<file path="src/rtl/rv32i_types.sv">
// Shared types and constants for the cache-line memory port responder.
package rv32i_types;

    localparam int LINE_BITS      = 256;
    localparam int WORDS_PER_LINE = 8;
    localparam int WORD_BITS      = 32;

    // Responder sequencing: one backing-memory transaction in flight at a time
    typedef enum logic [1:0] {
        IDLE    = 2'd0,
        LINE_RD = 2'd1,
        LINE_WR = 2'd2,
        DONE    = 2'd3
    } mem_resp_state_t;

    typedef enum logic {
        PORT_IMEM = 1'b0,
        PORT_DMEM = 1'b1
    } mem_port_t;

    // Snapshot of the accepted request; byte offset bits are dropped on purpose
    typedef struct packed {
        mem_port_t   port;
        logic [29:0] wordAddr;
        logic [3:0]  wmask;
        logic [31:0] wdata;
    } mem_req_t;

    // Pull one 32-bit word out of a line by word index
    function automatic logic [WORD_BITS-1:0] get_word(
        input logic [LINE_BITS-1:0] line,
        input logic [2:0]           idx
    );
        return line[32*idx +: 32];
    endfunction

endpackage

</file>
<file path="src/rtl/line_word_merge.sv">
// Combinational byte-granular merge of a store word into a cache line.
module line_word_merge
    import rv32i_types::*;
(
    input  logic [LINE_BITS-1:0] line_i,
    input  logic [31:0]          word_i,
    input  logic [2:0]           word_idx_i,
    input  logic [3:0]           wmask_i,
    output logic [LINE_BITS-1:0] line_o
);

    // Replace only the enabled bytes of the addressed word; everything else passes through
    always_comb begin
        line_o = line_i;
        for (int w = 0; w < WORDS_PER_LINE; w++) begin
            for (int b = 0; b < 4; b++) begin
                if ((word_idx_i == 3'(w)) && wmask_i[b]) begin
                    line_o[w*32 + b*8 +: 8] = word_i[b*8 +: 8];
                end
            end
        end
    end

endmodule

</file>
<file path="src/rtl/mem_port_responder.sv">
// Arbitrates instruction and data word ports onto a single line-wide backing
// memory, doing read-modify-write for stores.
module mem_port_responder
    import rv32i_types::*;
#(
    parameter bit DMEM_FIRST = 1'b1
) (
    input  logic                 clk,
    input  logic                 rst,

    input  logic [31:0]          imem_addr,
    input  logic [3:0]           imem_rmask,
    output logic [31:0]          imem_rdata,
    output logic                 imem_resp,

    input  logic [31:0]          dmem_addr,
    input  logic [3:0]           dmem_rmask,
    input  logic [3:0]           dmem_wmask,
    input  logic [31:0]          dmem_wdata,
    output logic [31:0]          dmem_rdata,
    output logic                 dmem_resp,

    output logic [31:0]          bmem_addr,
    output logic                 bmem_read,
    output logic                 bmem_write,
    input  logic [LINE_BITS-1:0] bmem_rdata,
    output logic [LINE_BITS-1:0] bmem_wdata,
    input  logic                 bmem_resp
);

    mem_resp_state_t      state_q, state_d;
    mem_req_t             req_q, req_d;
    logic [LINE_BITS-1:0] line_q, line_d;
    logic [31:0]          imem_rdata_q, imem_rdata_d;
    logic [31:0]          dmem_rdata_q, dmem_rdata_d;

    logic                 imemPending;
    logic                 dmemPending;
    logic                 pickDmem;
    logic [LINE_BITS-1:0] mergedLine;
    logic [31:0]          doneWord;
    logic                 unusedAddrBits;

    // Accesses are always word aligned, so the byte offset is deliberately dropped
    assign unusedAddrBits = ^{imem_addr[1:0], dmem_addr[1:0]};

    assign imemPending = |imem_rmask;
    assign dmemPending = (|dmem_rmask) | (|dmem_wmask);
    assign pickDmem    = dmemPending && (DMEM_FIRST || !imemPending);

    line_word_merge u_merge (
        .line_i     (line_q),
        .word_i     (req_q.wdata),
        .word_idx_i (req_q.wordAddr[2:0]),
        .wmask_i    (req_q.wmask),
        .line_o     (mergedLine)
    );

    // Returned word: straight from the arriving line on a load, from the latched pre-store line on a store
    assign doneWord = (state_q == LINE_RD) ? get_word(bmem_rdata, req_q.wordAddr[2:0])
                                           : get_word(line_q, req_q.wordAddr[2:0]);

    // Next-state logic: accept in IDLE, fetch line, optionally write it back, then complete
    always_comb begin
        state_d      = state_q;
        req_d        = req_q;
        line_d       = line_q;
        imem_rdata_d = imem_rdata_q;
        dmem_rdata_d = dmem_rdata_q;

        case (state_q)
            IDLE: begin
                if (pickDmem) begin
                    req_d.port     = PORT_DMEM;
                    req_d.wordAddr = dmem_addr[31:2];
                    req_d.wmask    = dmem_wmask;
                    req_d.wdata    = dmem_wdata;
                    state_d        = LINE_RD;
                end else if (imemPending) begin
                    req_d.port     = PORT_IMEM;
                    req_d.wordAddr = imem_addr[31:2];
                    req_d.wmask    = 4'b0;
                    req_d.wdata    = 32'b0;
                    state_d        = LINE_RD;
                end
            end

            LINE_RD: begin
                if (bmem_resp) begin
                    line_d = bmem_rdata;
                    if (|req_q.wmask) begin
                        state_d = LINE_WR;
                    end else begin
                        state_d = DONE;
                        if (req_q.port == PORT_DMEM) begin
                            dmem_rdata_d = doneWord;
                        end else begin
                            imem_rdata_d = doneWord;
                        end
                    end
                end
            end

            LINE_WR: begin
                if (bmem_resp) begin
                    state_d = DONE;
                    if (req_q.port == PORT_DMEM) begin
                        dmem_rdata_d = doneWord;
                    end else begin
                        imem_rdata_d = doneWord;
                    end
                end
            end

            DONE: begin
                state_d = IDLE;
            end

            default: begin
                state_d = IDLE;
            end
        endcase
    end

    // State registers; reset abandons any in-flight transaction
    always_ff @(posedge clk or negedge rst) begin
        if (!rst) begin
            state_q      <= IDLE;
            req_q        <= '0;
            line_q       <= '0;
            imem_rdata_q <= '0;
            dmem_rdata_q <= '0;
        end else begin
            state_q      <= state_d;
            req_q        <= req_d;
            line_q       <= line_d;
            imem_rdata_q <= imem_rdata_d;
            dmem_rdata_q <= dmem_rdata_d;
        end
    end

    assign imem_rdata = imem_rdata_q;
    assign dmem_rdata = dmem_rdata_q;
    assign imem_resp  = (state_q == DONE) && (req_q.port == PORT_IMEM);
    assign dmem_resp  = (state_q == DONE) && (req_q.port == PORT_DMEM);
    assign bmem_read  = (state_q == LINE_RD);
    assign bmem_write = (state_q == LINE_WR);
    assign bmem_addr  = (bmem_read || bmem_write) ? {req_q.wordAddr[29:3], 5'b0} : 32'b0;
    assign bmem_wdata = bmem_write ? mergedLine : '0;

endmodule

</file>
<file path="config.mk">
export PLATFORM = sky130hd
export DESIGN_NAME = mem_port_responder
export DESIGN_NICKNAME = d
export VERILOG_FILES = /design/src/rtl/rv32i_types.sv /design/src/rtl/line_word_merge.sv /design/src/rtl/mem_port_responder.sv
export SDC_FILE = /design/constraint.sdc
export NUM_CORES = 1
export LEC_CHECK = 0
export BUFFER_PORTS_ARGS = -buffer_cell sky130_fd_sc_hd__buf_2
export CORE_ASPECT_RATIO = 0.6
export CORE_MARGIN = 4
export CORE_UTILIZATION = 25
export CTS_BUF_LIST = sky130_fd_sc_hd__clkbuf_16
export CTS_CLUSTER_SIZE = 24
export DETAILED_ROUTE_END_ITERATION = 10
export SETUP_SLACK_MARGIN = 0.1
export SLEW_MARGIN = 20
export SYNTH_ARGS = -nofsm -noshare
export SYNTH_HDL_FRONTEND = slang
export SYNTH_SLANG_ARGS = --single-unit
</file>
<file path="constraint.sdc">
create_clock -name clk -period 2 [get_ports clk]
set_clock_uncertainty 0.05 [all_clocks]
set_input_delay 0.4 -clock clk [delete_from_list [all_inputs] [get_ports clk]]
set_output_delay 0.4 -clock clk [all_outputs]
set_load 0.005 [all_outputs]
</file>
==> flow_summary.ini <==
[routing]
vias = 23491
antenna_left = 0
drt_iter0_markers = 1910
first_pass_iters = 5
drc = 0
wl_per_cell_um = 24.4
routed_wl_um = 114000
viasPerCell = 5.04

[critical_path]
critPathLaunchType = register
reg2reg_from = req_q[36]
cp_slowest_cell = dfrtp_4
cp-end-kind = primary output
cp_common_cell = buf_6
arrival_ns = 2.32
ff2ff_setup_slack_ns = -0.61
worstPathCellList = or2_4 > buf_12 > nor2_4 > buf_6 > buf_6 > nand2_2 > a21boi_2 > buf_2
cp_max_fo = 8
ff2ff_path_depth = 8
crit_type = reg2out
critPathRequiredTime_ns = 1.55
rr_endpoint = dmem_rdata[0]
slowest_delay_ns = 0.52

[floorplan]
die_x_um = 405
die-area_sq_um = 99800
core.rowCount = 87
coreArea_sq_um = 93800
initial_core_util = 0.252
num_io_pins = 723
fp.dieH_um = 246

[finish]
multi_input_area_sq_um = 14400
area_growth_pct = 58.4
fillerInstances = 9080
final_cells = 4661
seq_area_sq_um = 9750
layout.nets = 3739
drive_above_1_share = 0.557

[sta]
finalMaxSlewViolations = 0
worst_slack_ns = -0.769
fmax_mhz = 361
finalWorstPathRequiredPeriod_ns = 2.77
rsz0062_at_grt = yes
setup_tns_ns = -204.79
worst_pin_slew_ns = 0.723
finalSetupViolations = 356
fin_crit_sh = 1.38
hold_viol = 0
slew_headroom = 0.518

[yosys]
yosysWarnings = 0
synth_cells = 2153
synth_area_leaders = dfrtp_1 (41%), mux2_2 (15%), mux4_2 (12%), nand2_1 (8.1%), a21boi_0 (7.6%)
synth-adder-area-share = 0.00265
synthMuxAreaShare = 0.330
synth_compound_area_frac = 0.109
avgSynthCellArea_sq_um = 11.0
syn_area_sq_um = 23700
synth_top_family_by_area = multiplexers
synth-seq-cells = 389
synth_top_cell_by_area = dfrtp_1
ys_types = 40
ys_seq_area_frac = 0.412
synthXorXnorAreaFrac = 0
synth_top_area_frac = 0.412
synth_flop_cell = dfrtp_1
yosys.area_share.simple = 0.110
async_flop_share = 1.00
synth_edf_count = 0

[min_path]
hold_start = bmem_rdata[223]
hold_end = line_q[223]
hold_depth = 2
hold_class = in2reg

[clock_network]
clkLatencyLatePin_ns = 0.59
cts-root-buf = clkbuf_16
cts_made_buffers = 44
clk_pin_slew_ns = 0.07
cts.sink_count = 389
clock_path_buffers = 3
htreeDepth = 2
cts_tree = yes

[grt]
antenna_found_initial = 20
grt_max_degree = 62
grt_pass1_vias = 23795
grt_overflow_total = 0
grtUsageTotal = 0.218
grt_pass1_wl_um = 162000

[pwr]
power.density_nw_per_um2 = 1630
clockPowerShare = 0.134
comb_power_share = 0.594
ir_drop_uv = 736
p_sw_mw = 25.4
p_int_mw = 35.5
power.sequential.fraction = 0.273
p_leak_nw = 17.3
power.share.switching = 0.417

[placed_design]
dp_hpwl_um = 86700
dp.cells = 4287
portBuffers = 713
place_congestion = 0.912
place_ws_ns = -0.512

[outcome]
violations = setup timing
status = complete, but fails checks

[job]
maxCapViolCount = 0
## per-stage QoR
step / hold slack, ns / total power [mW] / area (sq um) / utilization
2_1_floorplan: 0.0544 / 32.8 / 24000 / -
3_3_place_gp: 0.263 / 48.4 / 31700 / 0.337
3_5_place_dp: 0.260 / 48.8 / 31700 / 0.337
4_1_cts: 0.0000809 / 59.8 / 36700 / 0.391
5_1_grt: 0.00536 / 64.3 / 37500 / 0.399
6_report: 0.0512 / 60.9 / 37500 / 0.399
## placed cells by master (no fill, tap or decap), types with 31 or more instances in the layout
master	instances
buf_2	684
nand2_1	427
dfrtp_1	382
mux2_2	293
dlygate4sd3_1	257
buf_4	236
a21boi_2	149
mux2i_1	126
mux4_2	125
a21boi_1	97
buf_12	79
buf_6	77
nand2_2	59
clkbuf_16	45
nor2_1	34
a22o_1	32
a21oi_1	31
## layer usage
layer | global-route usage | up-vias | part of all wire
li1 | - | 10151 | -
met1 | 0.300 | 11873 | 0.43
met2 | 0.346 | 1242 | 0.46
met3 | 0.0406 | 225 | 0.079
met4 | 0.0759 | 0 | 0.038
met5 | 0 | - | 0
## sequential cells by signal, summed over array words and instances, names as in the netlist
name        cells
imem_rdata     32
line_q        256
req_q          67
dmem_rdata     32
state_q         2
## what timing repair did
action | CTS | global route
endpoints found under the hold margin | 387 | 1
resized for setup | 458 | 222
endpoints found under the setup margin | 627 | 634
buffers inserted | 15 | 8
pin swaps | 47 | 92
hold buffers | 256 | 1
## area by class of cell
cell class,count,share of cell area
inverter,5,0.000501
timing repair buffer,1341,0.276
clock buffer,45,0.0301
clock inverter,37,0.00668
tap,1246,0.0416
sequential,389,0.260
multi-input combinational,1586,0.384
antenna,12,0.000801
## power by group through the flow
| stage | Clock (mW) | Sequential [mW] | Combinational [mW] |
|---|---|---|---|
| after floorplan | 0 | 13.9 | 18.9 |
| after global placement | 0 | 16.3 | 32.1 |
| after CTS | 8.40 | 16.3 | 35.1 |
| after detailed placement | 0 | 16.4 | 32.4 |
| after global routing | 8.72 | 17.0 | 38.6 |
| final | 8.15 | 16.6 | 36.2 |
## synth_stat cells, types with 2 or more instances
master,number
a21boi_1,17
nand2_1,512
inv_1,5
mux2_2,313
mux4_2,125
nor2_1,63
a22o_1,32
clkbuf_1,65
a21oi_1,32
nor4_2,2
ha_1,5
nand3_1,16
nand2b_1,7
mux2i_1,126
buf_2,45
buf_1,43
a21boi_0,239
buf_6,14
nor2b_1,8
dfrtp_1,389
o21ai_0,28
mux2_1,4
buf_4,10
mux2_4,7
and2_1,30
mux4_1,2
## worst max-delay path, delay by kind of cell, from the launching register on
kind                   cells  cell delay, ns
AO/OA/AOI/OAI              1            0.19
AND/OR/NAND/NOR            3            0.43
buffers and inverters      4            0.57
flip-flops                 1            0.52
## worst max-delay path by stage
stage | from | to | slack (ns) | depth (start not counted)
after floorplan | req_q[36] | bmem_wdata[248] | 0.06 | 6
after global placement | req_q[38] | bmem_wdata[59] | -0.53 | 7
after detailed placement | req_q[38] | bmem_wdata[59] | -0.51 | 7
after CTS | req_q[36] | bmem_wdata[29] | -0.85 | 8
after global routing | req_q[38] | bmem_wdata[73] | -0.84 | 8
final | req_q[36] | bmem_wdata[15] | -0.77 | 8
## logic make-up (layout without fill, tap and decap cells)
kind of cell | after synthesis | count (layout)
AOI/OAI and AO/OA | 356 | 356
DFF | 389 | 389
adders and majority gates | 5 | 5
and+or+nand+nor | 643 | 643
other | 1 | 17
muxes | 577 | 577
buffers and inverters | 182 | 1428
(Power assumes the default switching activity.)
